<file path="src/rtl/key_conditioner.sv">
// key_conditioner
//   Conditions raw active-low push buttons for the lock controller. Each key
//   is synchronised (2 flops), debounced by its own FSM and turned into a
//   clean level plus single-cycle press/release pulses. mask suppresses
//   press pulses only.
//
//   Optional feature: define KEY_COND_REPEAT_EN to enable auto-repeat press
//   pulses while a key stays held.
//
// Ports
//   clk           system clock
//   system_reset  asynchronous, active-high reset
//   key_n         raw buttons, active-low, asynchronous to clk
//   mask          high: suppress key_press pulses
//   key_level     debounced level, 1 = pressed
//   key_press     one-cycle pulse per accepted press (and per auto-repeat)
//   key_release   one-cycle pulse per accepted release
//
// state      | meaning
// IDLE       | key released and stable
// PRESS_PEND | press seen, counting stable pressed samples
// HELD       | press accepted, level high (repeat counting in repeat builds)
// REL_PEND   | release seen, counting stable released samples

module key_conditioner #(
  parameter int NUM_KEYS        = 4,
  parameter int DEBOUNCE_CYCLES = 16,
  parameter int REPEAT_DELAY    = 64,
  parameter int REPEAT_PERIOD   = 16
) (
  input  logic                clk,
  input  logic                system_reset,
  input  logic [NUM_KEYS-1:0] key_n,
  input  logic                mask,
  output logic [NUM_KEYS-1:0] key_level,
  output logic [NUM_KEYS-1:0] key_press,
  output logic [NUM_KEYS-1:0] key_release
);

  localparam int CNT_MAX0 = (DEBOUNCE_CYCLES > REPEAT_DELAY) ? DEBOUNCE_CYCLES : REPEAT_DELAY;
  localparam int CNT_MAX  = (CNT_MAX0 > REPEAT_PERIOD) ? CNT_MAX0 : REPEAT_PERIOD;
  localparam int CW       = $clog2(CNT_MAX + 1);

  typedef logic [CW-1:0] cnt_t;
  typedef enum logic [1:0] {IDLE, PRESS_PEND, HELD, REL_PEND} state_t;

  localparam logic [CW:0] DEB_T = (CW+1)'(DEBOUNCE_CYCLES);
`ifdef KEY_COND_REPEAT_EN
  localparam logic [CW:0] DLY_T = (CW+1)'(REPEAT_DELAY);
  localparam logic [CW:0] PER_T = (CW+1)'(REPEAT_PERIOD);
`endif

  // True when the count including this cycle's sample reaches the target.
  function automatic logic hit(input cnt_t c, input logic [CW:0] t);
    return ({1'b0, c} + (CW+1)'(1)) == t;
  endfunction

  function automatic cnt_t sat_inc(input cnt_t c);
    return (c == {CW{1'b1}}) ? c : c + cnt_t'(1);
  endfunction

  logic [NUM_KEYS-1:0] sync1_q, sync2_q;
  state_t              state_q [NUM_KEYS];
  state_t              state_d [NUM_KEYS];
  cnt_t                cnt_q   [NUM_KEYS];
  cnt_t                cnt_d   [NUM_KEYS];
  logic [NUM_KEYS-1:0] level_q, level_d;
  logic [NUM_KEYS-1:0] press_q, press_d;
  logic [NUM_KEYS-1:0] release_q, release_d;
`ifdef KEY_COND_REPEAT_EN
  // Set once the first repeat has fired; later repeats use REPEAT_PERIOD.
  logic [NUM_KEYS-1:0] rep_q, rep_d;
`endif

  always_ff @(posedge clk or posedge system_reset) begin
    if (system_reset) begin
      sync1_q   <= '1;
      sync2_q   <= '1;
      level_q   <= '0;
      press_q   <= '0;
      release_q <= '0;
      for (int k = 0; k < NUM_KEYS; k++) begin
        state_q[k] <= IDLE;
        cnt_q[k]   <= '0;
      end
`ifdef KEY_COND_REPEAT_EN
      rep_q <= '0;
`endif
    end else begin
      sync1_q   <= key_n;
      sync2_q   <= sync1_q;
      level_q   <= level_d;
      press_q   <= press_d;
      release_q <= release_d;
      for (int k = 0; k < NUM_KEYS; k++) begin
        state_q[k] <= state_d[k];
        cnt_q[k]   <= cnt_d[k];
      end
`ifdef KEY_COND_REPEAT_EN
      rep_q <= rep_d;
`endif
    end
  end

  always_comb begin
    level_d   = level_q;
    press_d   = '0;
    release_d = '0;
`ifdef KEY_COND_REPEAT_EN
    rep_d     = rep_q;
`endif
    for (int k = 0; k < NUM_KEYS; k++) begin
      state_d[k] = state_q[k];
      cnt_d[k]   = cnt_q[k];
      case (state_q[k])
        IDLE: begin
          if (!sync2_q[k]) begin
            state_d[k] = PRESS_PEND;
            cnt_d[k]   = cnt_t'(1);
          end else begin
            cnt_d[k] = '0;
          end
        end
        PRESS_PEND: begin
          if (sync2_q[k]) begin
            state_d[k] = IDLE;
            cnt_d[k]   = '0;
          end else if (hit(cnt_q[k], DEB_T)) begin
            state_d[k] = HELD;
            cnt_d[k]   = '0;
            level_d[k] = 1'b1;
            press_d[k] = ~mask;
          end else begin
            cnt_d[k] = sat_inc(cnt_q[k]);
          end
        end
        HELD: begin
          if (sync2_q[k]) begin
            state_d[k] = REL_PEND;
            cnt_d[k]   = cnt_t'(1);
`ifdef KEY_COND_REPEAT_EN
            rep_d[k]   = 1'b0;
          end else if (hit(cnt_q[k], rep_q[k] ? PER_T : DLY_T)) begin
            cnt_d[k]   = '0;
            rep_d[k]   = 1'b1;
            press_d[k] = ~mask;
          end else begin
            cnt_d[k] = sat_inc(cnt_q[k]);
`endif
          end
        end
        REL_PEND: begin
          if (!sync2_q[k]) begin
            state_d[k] = HELD;
            cnt_d[k]   = '0;
          end else if (hit(cnt_q[k], DEB_T)) begin
            state_d[k]   = IDLE;
            cnt_d[k]     = '0;
            level_d[k]   = 1'b0;
            release_d[k] = 1'b1;
          end else begin
            cnt_d[k] = sat_inc(cnt_q[k]);
          end
        end
        default: begin
          state_d[k] = IDLE;
          cnt_d[k]   = '0;
          level_d[k] = 1'b0;
        end
      endcase
    end
  end

  assign key_level   = level_q;
  assign key_press   = press_q;
  assign key_release = release_q;

endmodule

</file>
<file path="config.mk">
export PLATFORM = sky130hd
export DESIGN_NAME = key_conditioner
export DESIGN_NICKNAME = d
export VERILOG_FILES = /design/src/rtl/key_conditioner.sv
export SDC_FILE = /design/constraint.sdc
export NUM_CORES = 1
export LEC_CHECK = 0
export CORE_AREA = 2 2 77 79
export DETAILED_ROUTE_END_ITERATION = 12
export DIE_AREA = 0 0 79 81
export PLACE_DENSITY = 0.71
export REMOVE_ABC_BUFFERS = 1
export SYNTH_ARGS = -nofsm -noshare
export SYNTH_HDL_FRONTEND = slang
export SYNTH_SLANG_ARGS = --single-unit
</file>
<file path="constraint.sdc">
create_clock -name clk -period 3.2 [get_ports clk]
set_clock_uncertainty 0.2 [all_clocks]
set_input_delay 0.48 -clock clk [delete_from_list [all_inputs] [get_ports clk]]
set_output_delay 0.48 -clock clk [all_outputs]
set_load 0.01 [all_outputs]
</file>
## Word-level counts from Yosys, hierarchy flattened

Cells that the tools add are included.

- Flip-flop bits (word level): 56
- Bits of input ports: 7
- Output and inout port bits: 12
- Logic and storage cells: 193

- Add/sub/neg operators: 8
- Equal/unequal tests: 52
- Muxes and demuxes: 100
- Bitwise logic cells: 1
- Reductions and logical operators: 16

Operators by type and width:

| kind | number |
|---|---|
| 7-bit 2-to-1 mux | 20 |
| 7-bit case mux with 4 select lines | 4 |
| 2-bit 2-to-1 mux | 24 |
| 2-bit inequality test, second input constant | 24 |
| 1-bit 2-to-1 mux | 44 |
| 7-bit by 1-bit adder with 8-bit output, second input constant | 4 |
| 8-bit by 5-bit == test with 1-bit output, second input constant | 4 |
| 2-bit case mux with 4 select lines | 4 |
| 7-bit by 1-bit adder with 7-bit output, second input constant | 4 |
| 7-bit == test, second input constant | 4 |
| 3-bit inequality test, second input constant | 8 |
| 5-bit AND reduction | 4 |
| 2-bit == test, second input constant | 8 |
| 4-bit AND reduction | 4 |
| 2-bit by 1-bit == test with 1-bit output, second input constant | 4 |
| 2-bit zero test | 4 |
| 1-bit case mux with 2 select lines | 4 |
| 2-bit nonzero test | 4 |
| 1-bit NOT | 1 |

## Longest topological paths before layout

Gate-level depths: netlist (run 1).

- Depth after elaboration: 5
- Gate-level depth with buffers: 6
- Mapped depth without buffers: 5

## Least setup slack after synthesis (run 1)

No wires, ideal clock.

- Kind: register to register
- From: reg cnt_q[7] (netlist name)
- To: reg level_q[2] (netlist: key_level[2])
- Setup time: 0.126 ns
- Data arrival time: 1.523 ns
- Data required time: 2.874 ns
- Path slack: 1.351 ns
- Stages on the path, launching flop included: 6
- Buffers on the path: 0
- Clock period less this slack: 1.849 ns
- Path through: dfrtp_1 ha_1 and2_1 nor3b_2 and3_2 a221o_1

- Cells in the longest elaborated chain, start to end: 4
- Elaborated cells between the ends (all ways): 5
- Classes of those cells: add/sub (1); eq/ne (3); reduce/logical (1)

RTL lines:

| item | line | RTL |
|---|---|---|
| start, declared | 65 | `cnt_t cnt_q [NUM_KEYS];` |
| start signal, assigned by index | 97 | `cnt_q[k] <= cnt_d[k];` |
| 7-bit by 1-bit adder with 8-bit output (*) | 55 | `return ({1'b0, c} + (CW+1)'(1)) == t;` |
| 8-bit by 5-bit == test with 1-bit output (*) | 55 |  |
| 2-bit inequality test (no source line) | - |  |
| 5-bit AND reduction (no source line) (*) | - |  |
| end signal, assigned | 92 | `level_q <= level_d;` |
| end, declared | 67 | `logic [NUM_KEYS-1:0] level_q, level_d;` |

Every way passes the cells marked *; elsewhere a longest branch is shown, timed or not.
A chain may end at the register's enable or synchronous reset.

## Worst setup path in the final report (run 1)

Ends and elaborated chain as after synthesis.

==> results by group, run 1 <==
Clocking
  • Num CTS Buffers: 5
  • Clk slew on worst S/H paths: roughly 0.1 ns
  • Clk_lat worst skew: 0.31 ns
  • H-tree lvl count: 2
  • Sink Count: 56
  • Clock Path Buffers: 2
  • CTS resizes: 0
  • # Post-CTS Setup Buffers: 0
  • CTS tree: built
  • CTS root buf: clkbuf_8
  • Post-CTS Hold Buffers: 0

STA
  • Slew headroom: 63.70%
  • Setup TNS Final: 0 ns
  • Slew Limit Fails: 0
  • RSZ-0062 raised after global routing: false
  • WHS: between 0.1 and 0.15 ns
  • Setup violators final: 0
  • Fin. Hold Viols: 0
  • Period utilization: between 60% and 70%
  • Maximum clock frequency: 488.9 MHz
  • Worst Max-Slew Pin Slew: 0.5437 ns
  • Final period demand of the worst path: just over 2 ns

Finish
  • Area Overhead vs Synth: 12.01%
  • Layout cells sized above 1: between 10% and 20%
  • Filler cell count: 516
  • Layout net count: 315
  • Register area: roughly 1400 sq um
  • Inserted Diodes: 0
  • Area of the multi-input gates: 1499 sq um
  • Design area: ~3400 sq um

Critical path
  • Crit Path Category: reg2reg
  • Critical Path RT: 3.20 ns
  • CP arrival: 2.05 ns
  • Crit path max fanout: 6
  • Cells on worst reg2reg path: 5
  • CP startpoint kind: register
  • CP endpoint kind: register

Synth
  • Register area share after synthesis: 47.04%
  • Commonest cells in the synthesized netlist: dfrtp_1 (48), nand2_1 (24), inv_1 (15), nand3_1 (13), a21oi_1 (12)
  • EDFF count, synth: 0
  • Cells after synthesis: 283
  • Synthesis-stage register bit count: 56
  • Synth top area share: 40.03%
  • Synth area leader: dfrtp_1
  • Mapped Area: ~3000 sq um
  • Synth cell types: between 60 and 70
  • Post-synth top flop: dfrtp_1
  • Syn_area_per_cell: roughly 11 sq um
  • FFs w/ async S/R, synth: 100.0%
  • Synth warn: 0
  • Most common cell in the netlist: dfrtp_1
  • Synth area leaders: dfrtp_1 (40%), dfstp_2 (7.0%), a221o_1 (3.0%)

Pwr
  • VDD IR max: 0.3336 mV
  • Pleak: between 1 and 1.5 nW
  • Pwr dens: 363.3 nW/um^2

Floorplan
  • FP Rows: 28
  • IO Count: 19
  • Chip height: 81 microns
  • Die ar.: about 6400 sq um
  • Chip width: 79 microns
  • Initial Util: ~53%
  • Core area: ~5700 sq um

Placement
  • DP HPWL: between 4 and 5 mm
  • Port Buffers: 18
  • Gp weighted congestion: 0.8784
  • DP Area: 3268 sq um

Routing
  • 1st-pass router iterations: 4
  • DR iter-0 viols: 105
  • Vias/cell: a little under 6
  • Post-DRT Antenna Nets: 0
  • Routed via count: between 2,000 and 2,500
  • Drc violations: 0
  • Final WL: 5.766 mm
  • Post-DR wirelength/cell: 15.17 microns

Global route
  • First-pass GRT wire length: 10.42 mm
  • Vias in the first global route: approximately 2,300
  • Initial antenna violation count: 0
  • Total gr overflow: 0
  • GRT Resource Usage Total: 20.66%
  • Largest net degree at the start of global routing: 27

Run
  • Max Cap Viol: 0

Worst hold path
  • Hold WC Path Type: reg2reg
  • Hold path cells: 0

Run status
  • Status: complete, no violations
logic make-up (layout without fill, tap and decap cells):
group                    after synthesis  count (layout)  share of synthesized area, %
AO/OA/AOI/OAI                         82              82                         21.69
XOR/XNOR                               6               6                         1.751
adder cells (fa/ha/maj)                4               4                         1.668
buffers and inverters                 21              43                         3.002
flip-flops                            56              56                         47.04
multiplexers                           7               7                         2.919
AND/OR/NAND/NOR                      107             107                         21.94
placed cells by master (no fill, tap or decap), drive strengths merged, types with 4 or more instances in the layout:
| cell | count |
|---|---|
| dfrtp | 48 |
| nand2 | 24 |
| clkdlybuf4s50 | 18 |
| nand3 | 17 |
| inv | 15 |
| a21oi | 14 |
| o21ai | 12 |
| a221o | 10 |
| and2 | 9 |
| nand2b | 9 |
| nor2 | 8 |
| dfstp | 8 |
| nor3 | 7 |
| xnor2 | 6 |
| o211ai | 6 |
| nor2b | 6 |
| a41oi | 6 |
| clkbuf | 6 |
| mux2i | 6 |
| and3 | 6 |
| or2 | 5 |
| o22ai | 5 |
| a221oi | 5 |
| o21a | 4 |
| a31oi | 4 |
| ha | 4 |
through the flow:
stage	worst slack, ns	util [%]	power [mW]	instances
detailed placement	1.167	57.58	0.8399	372
CTS	1.137	59.22	1.241	380
global route	0.9858	59.22	1.286	380
global placement	1.247	57.58	0.8373	372
finish	1.155	59.22	1.221	380
floorplan	1.162	-	0.8075	277
worst max-delay path, cell delays in order (launching register included):
cell	delay, ns
dfrtp_1	0.46
ha_1	0.23
and2_1	0.15
nor3b_2	0.33
nand4_1	0.18
a221o_1	0.38
flip-flops by register name (all words and copies together), names as in the netlist, named ones only:
signal	flops
cnt_q	28
key_level	4
key_press	4
key_release	4
state_q	4
sync1_q	4
sync2_q	4
final cells by class:
type	count	area share, %
clock buffers	6	2.457
inverters	15	1.675
clock inverters	2	0.2978
well taps	75	2.792
multi-input cells	206	44.60
flip-flops and latches	56	42.00
repair buffers	20	6.180
per-layer routing:
metal  up-vias  part of all wire, %  GRT usage (%)
li1       1109                    -              -
met1      1095                   46          26.61
met2        40                   49          35.08
met3         7                  3.1          4.333
met4         0                  1.4          6.724
met5         -                    0              0
where the power goes:
part / internal, mW / switching (mW)
Combinational: 0.0348 / 0.0419
Sequential: 0.727 / 0.0214
Clock: 0.173 / 0.222
final timing paths:
path | to | start | slack (ns)
min in group asynchronous | key_press[1] | system_reset | 0.32
worst min-delay path | sync2_q[3] | sync1_q[3] | 0.15
worst max register to register | key_level[2] | cnt_q[7] | 1.15
worst min register to register | sync2_q[3] | sync1_q[3] | 0.15
max in group asynchronous | sync1_q[0] | system_reset | 1.85
worst max-delay path | key_level[2] | cnt_q[7] | 1.15
No activity file was read; power rests on OpenSTA's default activity.
==> run 2, diff against run 1 <==
- CORE_AREA: 2 2 77 79 -> 2 2 79 81
- DIE_AREA: 0 0 79 81 -> 0 0 81 83
- PLACE_DENSITY: 0.71 -> 0.7
- clock period: 3.2 -> 1.7 ns (I/O delays scaled with it)
==> results by group, run 2 (synthesized netlist as in run 1, its figures left out) <==
Run status
  • Status: complete, but fails checks
  • Failing checks: negative setup slack

Floorplan
  • Die ar.: slightly below 7000 sq um
  • Initial Util: 51.59%
  • FP Rows: 28
  • Chip width: 81 microns
  • Chip height: 83 microns
  • IO Count: 19
  • Core area: slightly below 6000 sq um

Routing
  • Final WL: 6.589 mm
  • Routed via count: 2,495
  • DR iter-0 viols: around 120
  • Post-DRT Antenna Nets: 0
  • 1st-pass router iterations: 4
  • Drc violations: 0
  • Vias/cell: 5.709
  • Post-DR wirelength/cell: about 15 microns

Critical path
  • CP endpoint kind: register
  • Crit path max fanout: 3
  • Cells on worst reg2reg path: 5
  • Crit Path Category: reg2reg
  • CP arrival: 1.83 ns
  • Critical Path RT: 1.71 ns
  • CP startpoint kind: register

Placement
  • Port Buffers: 18
  • DP HPWL: 4.415 mm
  • Gp weighted congestion: 0.8907

Clocking
  • CTS root buf: clkbuf_8
  • Clock Path Buffers: 2
  • CTS tree: built
  • Clk_lat worst skew: 0.31 ns
  • H-tree lvl count: 2
  • Num CTS Buffers: 5
  • Clk slew on worst S/H paths: approximately 0.11 ns
  • Sink Count: 56

STA
  • Maximum clock frequency: 549.7 MHz
  • Slew headroom: between 70% and 80%
  • Setup ws final: -0.1190 ns
  • Fin. Hold Viols: 0
  • RSZ-0062 raised after global routing: true
  • Setup TNS Final: -1.080 ns
  • Worst Max-Slew Pin Slew: 0.3477 ns
  • Period utilization: 107.0%
  • WHS: 0.1473 ns
  • Setup violators final: 20
  • Slew Limit Fails: 0
  • Final period demand of the worst path: 1.819 ns

Pwr
  • Pleak: 1.730 nW
  • Pwr dens: 576.6 nW/um^2
  • VDD IR max: 0.4226 mV
  • Total design power: 2.360 mW

Global route
  • Vias in the first global route: 2,358
  • Total gr overflow: 0
  • Largest net degree at the start of global routing: 32
  • Initial antenna violation count: 0
  • First-pass GRT wire length: 11.04 mm
  • GRT Resource Usage Total: 20.58%

Finish
  • Layout cells sized above 1: 39.23%
  • Most frequent cells in the layout: buf_4 (52), dfrtp_1 (46), nand2_1 (20), inv_1 (14), clkdlybuf4s50_1 (14)
  • Inserted Diodes: 0
  • Area Overhead vs Synth: 36.45%
  • Layout net count: 372
  • Final Util: 70.40%
  • Commonest non-fill, non-tap cell in the layout: buf_4
  • Max FFs per register: 28
  • Reg with most FFs: cnt_q

Worst hold path
  • Hold path cells: 1
  • Hold WC Path Type: in2reg

Run
  • Max Cap Viol: 0
run 2: where the power goes:
| part | leakage, nW | internal (mW) | switching (mW) |
|---|---|---|---|
| clock network | 0.0414 | 0.295 | 0.445 |
| registers | 0.733 | 1.37 | 0.0344 |
| logic | 0.956 | 0.107 | 0.110 |
run 2: path summary, 6_finish.rpt:
path / start / end / slack (ns)
worst min register to register: sync1_q[2] / sync2_q[2] / 0.15
worst max register to register: cnt_q[8] / key_level[2] / -0.12
worst min-delay path: key_n[0] / sync1_q[0] / 0.15
max in group asynchronous: system_reset / sync1_q[2] / 0.21
worst max-delay path: cnt_q[8] / key_level[2] / -0.12
min in group asynchronous: system_reset / state_q[4] / 0.57
run 2: routing by layer:
layer / wire [microns] / share of wire (%) / global-route usage (%)
met1: 3048 / 46 / 29.09
met2: 3298 / 50 / 32.46
met3: 179 / 2.7 / 3.913
met4: 63 / 0.96 / 5.393
met5: 0 / 0 / 0
run 2: worst max-delay path, stage by stage (launching register included):
cell	delay, ns
dfrtp_1	0.38
ha_2	0.20
and2_4	0.15
nor3b_4	0.26
nand4_1	0.18
a221o_1	0.34
run 2: layout make-up:
cell class	count	area (sq um)
clock buffers	6	72.57
clock inverters	2	16.27
fillers	434	1722
inverters	15	56.30
multi-input cells	206	1782
flip-flops and latches	56	1414
well taps	75	93.84
repair buffers	77	659.4
run 2: what timing repair did:
action                                 4_1_cts  5_1_grt
gates resized for setup                     27       40
hold buffers                                 1        0
setup endpoints to repair                   37       42
endpoints found under the hold margin        8        0
pin swaps                                   14       26
buffers inserted                             4       10
run 2: through the flow:
stage | cells | setup slack (ns) | cell area (sq um)
floorplan | 277 | -0.1490 | 2967
global placement | 414 | -0.07288 | 3583
detailed placement | 414 | -0.1001 | 3583
CTS | 427 | -0.05101 | 3834
global route | 437 | -0.1974 | 4094
finish | 437 | -0.1190 | 4094
==> RTL change, RTL diff (config.mk and constraints of run 2) <==
Add an input register stage for `key_n`, without a reset; this delays it by one clock. The other inputs are not delayed to match.
--- a/src/rtl/key_conditioner.sv
+++ b/src/rtl/key_conditioner.sv
@@ -46,4 +46,10 @@
 
   localparam logic [CW:0] DEB_T = (CW+1)'(DEBOUNCE_CYCLES);
+
+  logic [NUM_KEYS-1:0] key_n_q;
+
+  always_ff @(posedge clk) begin
+    key_n_q <= key_n;
+  end
 `ifdef KEY_COND_REPEAT_EN
   localparam logic [CW:0] DLY_T = (CW+1)'(REPEAT_DELAY);
@@ -88,5 +94,5 @@
 `endif
     end else begin
-      sync1_q   <= key_n;
+      sync1_q   <= key_n_q;
       sync2_q   <= sync1_q;
       level_q   <= level_d;
Function: same outputs for any inputs over 10 cycles, from zero or initial values and one cycle with system_reset high; that may be too few to reach the edited logic, so the function may still have changed.
==> RTL change against run 2 <==
The flow still finishes with violations (negative setup slack). Critical path type unchanged. Core utilization is 5.2 points higher. First-iteration DRC count is 91% higher. Synthesized cell count grew 1.1%. Worst setup slack got worse by 0.029 ns. Area after synthesis is 4.3% lower. Routed wire length rose by 13%. Sequential power increased by 7%. Cell area up 7.5%. Sequential cell count up 4. Critical path depth is 1 higher. Power is 43% higher. Count of clock-buffer cells in the layout up 6.
==> RTL change: results (changes against run 2) <==
Clock network
  – Post-CTS Setup Inserts: 12 (was 4)
  – Clk slew on worst S/H paths: 0.07 ns (was 0.11 ns)
  – Clk_lat worst skew: 0.33 ns (was 0.31 ns)
  – Post-cts gate resize count: 45 (was 27)

Power and ir drop
  – Max VDD drop: 0.5014 mV (was 0.4226 mV)
  – LEAKAGE: 0.001961 uW (was 0.001730 uW)

GRT
  – Global-route wire length before repair: 11,050 um (was 11,040 um)
  – Met2 Use GR: 0.3216 (was 0.3246)
  – Met1 Usage GRT: 0.2754 (was 0.2909)
  – Total track usage: 0.2103 (was 0.2058)
  – Largest net degree at the start of global routing: 57 (was 32)

Placement
  – Placed instance area: 0.003530 mm2 (was 0.003583 mm2)
  – RePlAce Congestion: 0.8369 (was 0.8907)
  – Dpl hpwl: 4122 um (was 4415 um)
  – Pre-CTS WS: -0.1626 ns (was -0.1001 ns)

Layout
  – Fin cells: 467 (was 437)
  – Post-layout nets: 398 (was 372)

STA
  – Hold slack: 0.09052 ns (was 0.1473 ns)
  – Max-slew headroom: 0.7074 (was 0.7664)
  – Final WS setup: -0.1479 ns (was -0.1190 ns)
  – Final setup TNS: -2.117 ns (was -1.080 ns)
  – Final setup viols: 27 (was 20)

Routing
  – Met2 wire length: 3772 um (was 3298 um)
  – M1 wire length: 3272 um (was 3048 um)
  – Vias per inst: 5.690 (was 5.709)
  – Routed length on met3: 317 um (was 179 um)
  – Initial DRC Count: 220 (was 115)

Worst setup path
  – Worst Setup SP: cnt_q[0] (was cnt_q[8])
  – Crit Path Max Fanout: 5 (was 3)
  – Worst path max stage delay: 0.42 ns (was 0.38 ns)
  – Reg2reg end: cnt_q[3] (was key_level[2])

Synth
  – Synth unique cells: 52 (was 67)
  – Most area-consuming cells after synthesis: dfrtp_1 (42%), dfstp_2 (7.3%), nand2_1 (3.8%) (was dfrtp_1 (40%), dfstp_2 (7.0%), a221o_1 (3.0%))
  – Synth Instances: 286 (was 283)
  – Seq/Total Area, Yosys: 0.5194 (was 0.4704)

Outcome
  – Outcome: complete, but fails checks (unchanged)
  – Failing checks: negative setup slack (unchanged)

Min path
  – Worst hold path type: input port to asynchronous set/reset pin (was input port to flip-flop)
[RTL change: cell count changes after synthesis, moves of 5 or more]
cell,change
o21ai_1,+15
a21o_1,+13
nor2_1,+12
a221o_1,-9
a22o_1,+9
o211ai_1,-6
o21ai_0,+6
nand2_1,+5
[RTL change: cells by family after synthesis]
logic type | synth area share
AOI/OAI and AO/OA | 0.2301
xor gates and xnor gates | 0.01220
adders and majority gates | 0.01743
buffers and inverters | 0.02614
DFF | 0.5194
muxes | 0.006972
and+or+nand+nor | 0.1878
[RTL change: cell type report]
class / instances / area (um2)
inverters: 13 / 48.80
clock buffers: 12 / 155.1
fillers: 371 / 1416
clock inverters: 4 / 95.09
multi-input cells: 210 / 1700
well taps: 75 / 93.84
flip-flops and latches: 60 / 1491
repair buffers: 93 / 814.5
[RTL change: report_power, final]
part           internal, uW  switching, uW  total (uW)
registers              1470           29.2        1500
clock network          1050            560        1610
logic                   137            127         264
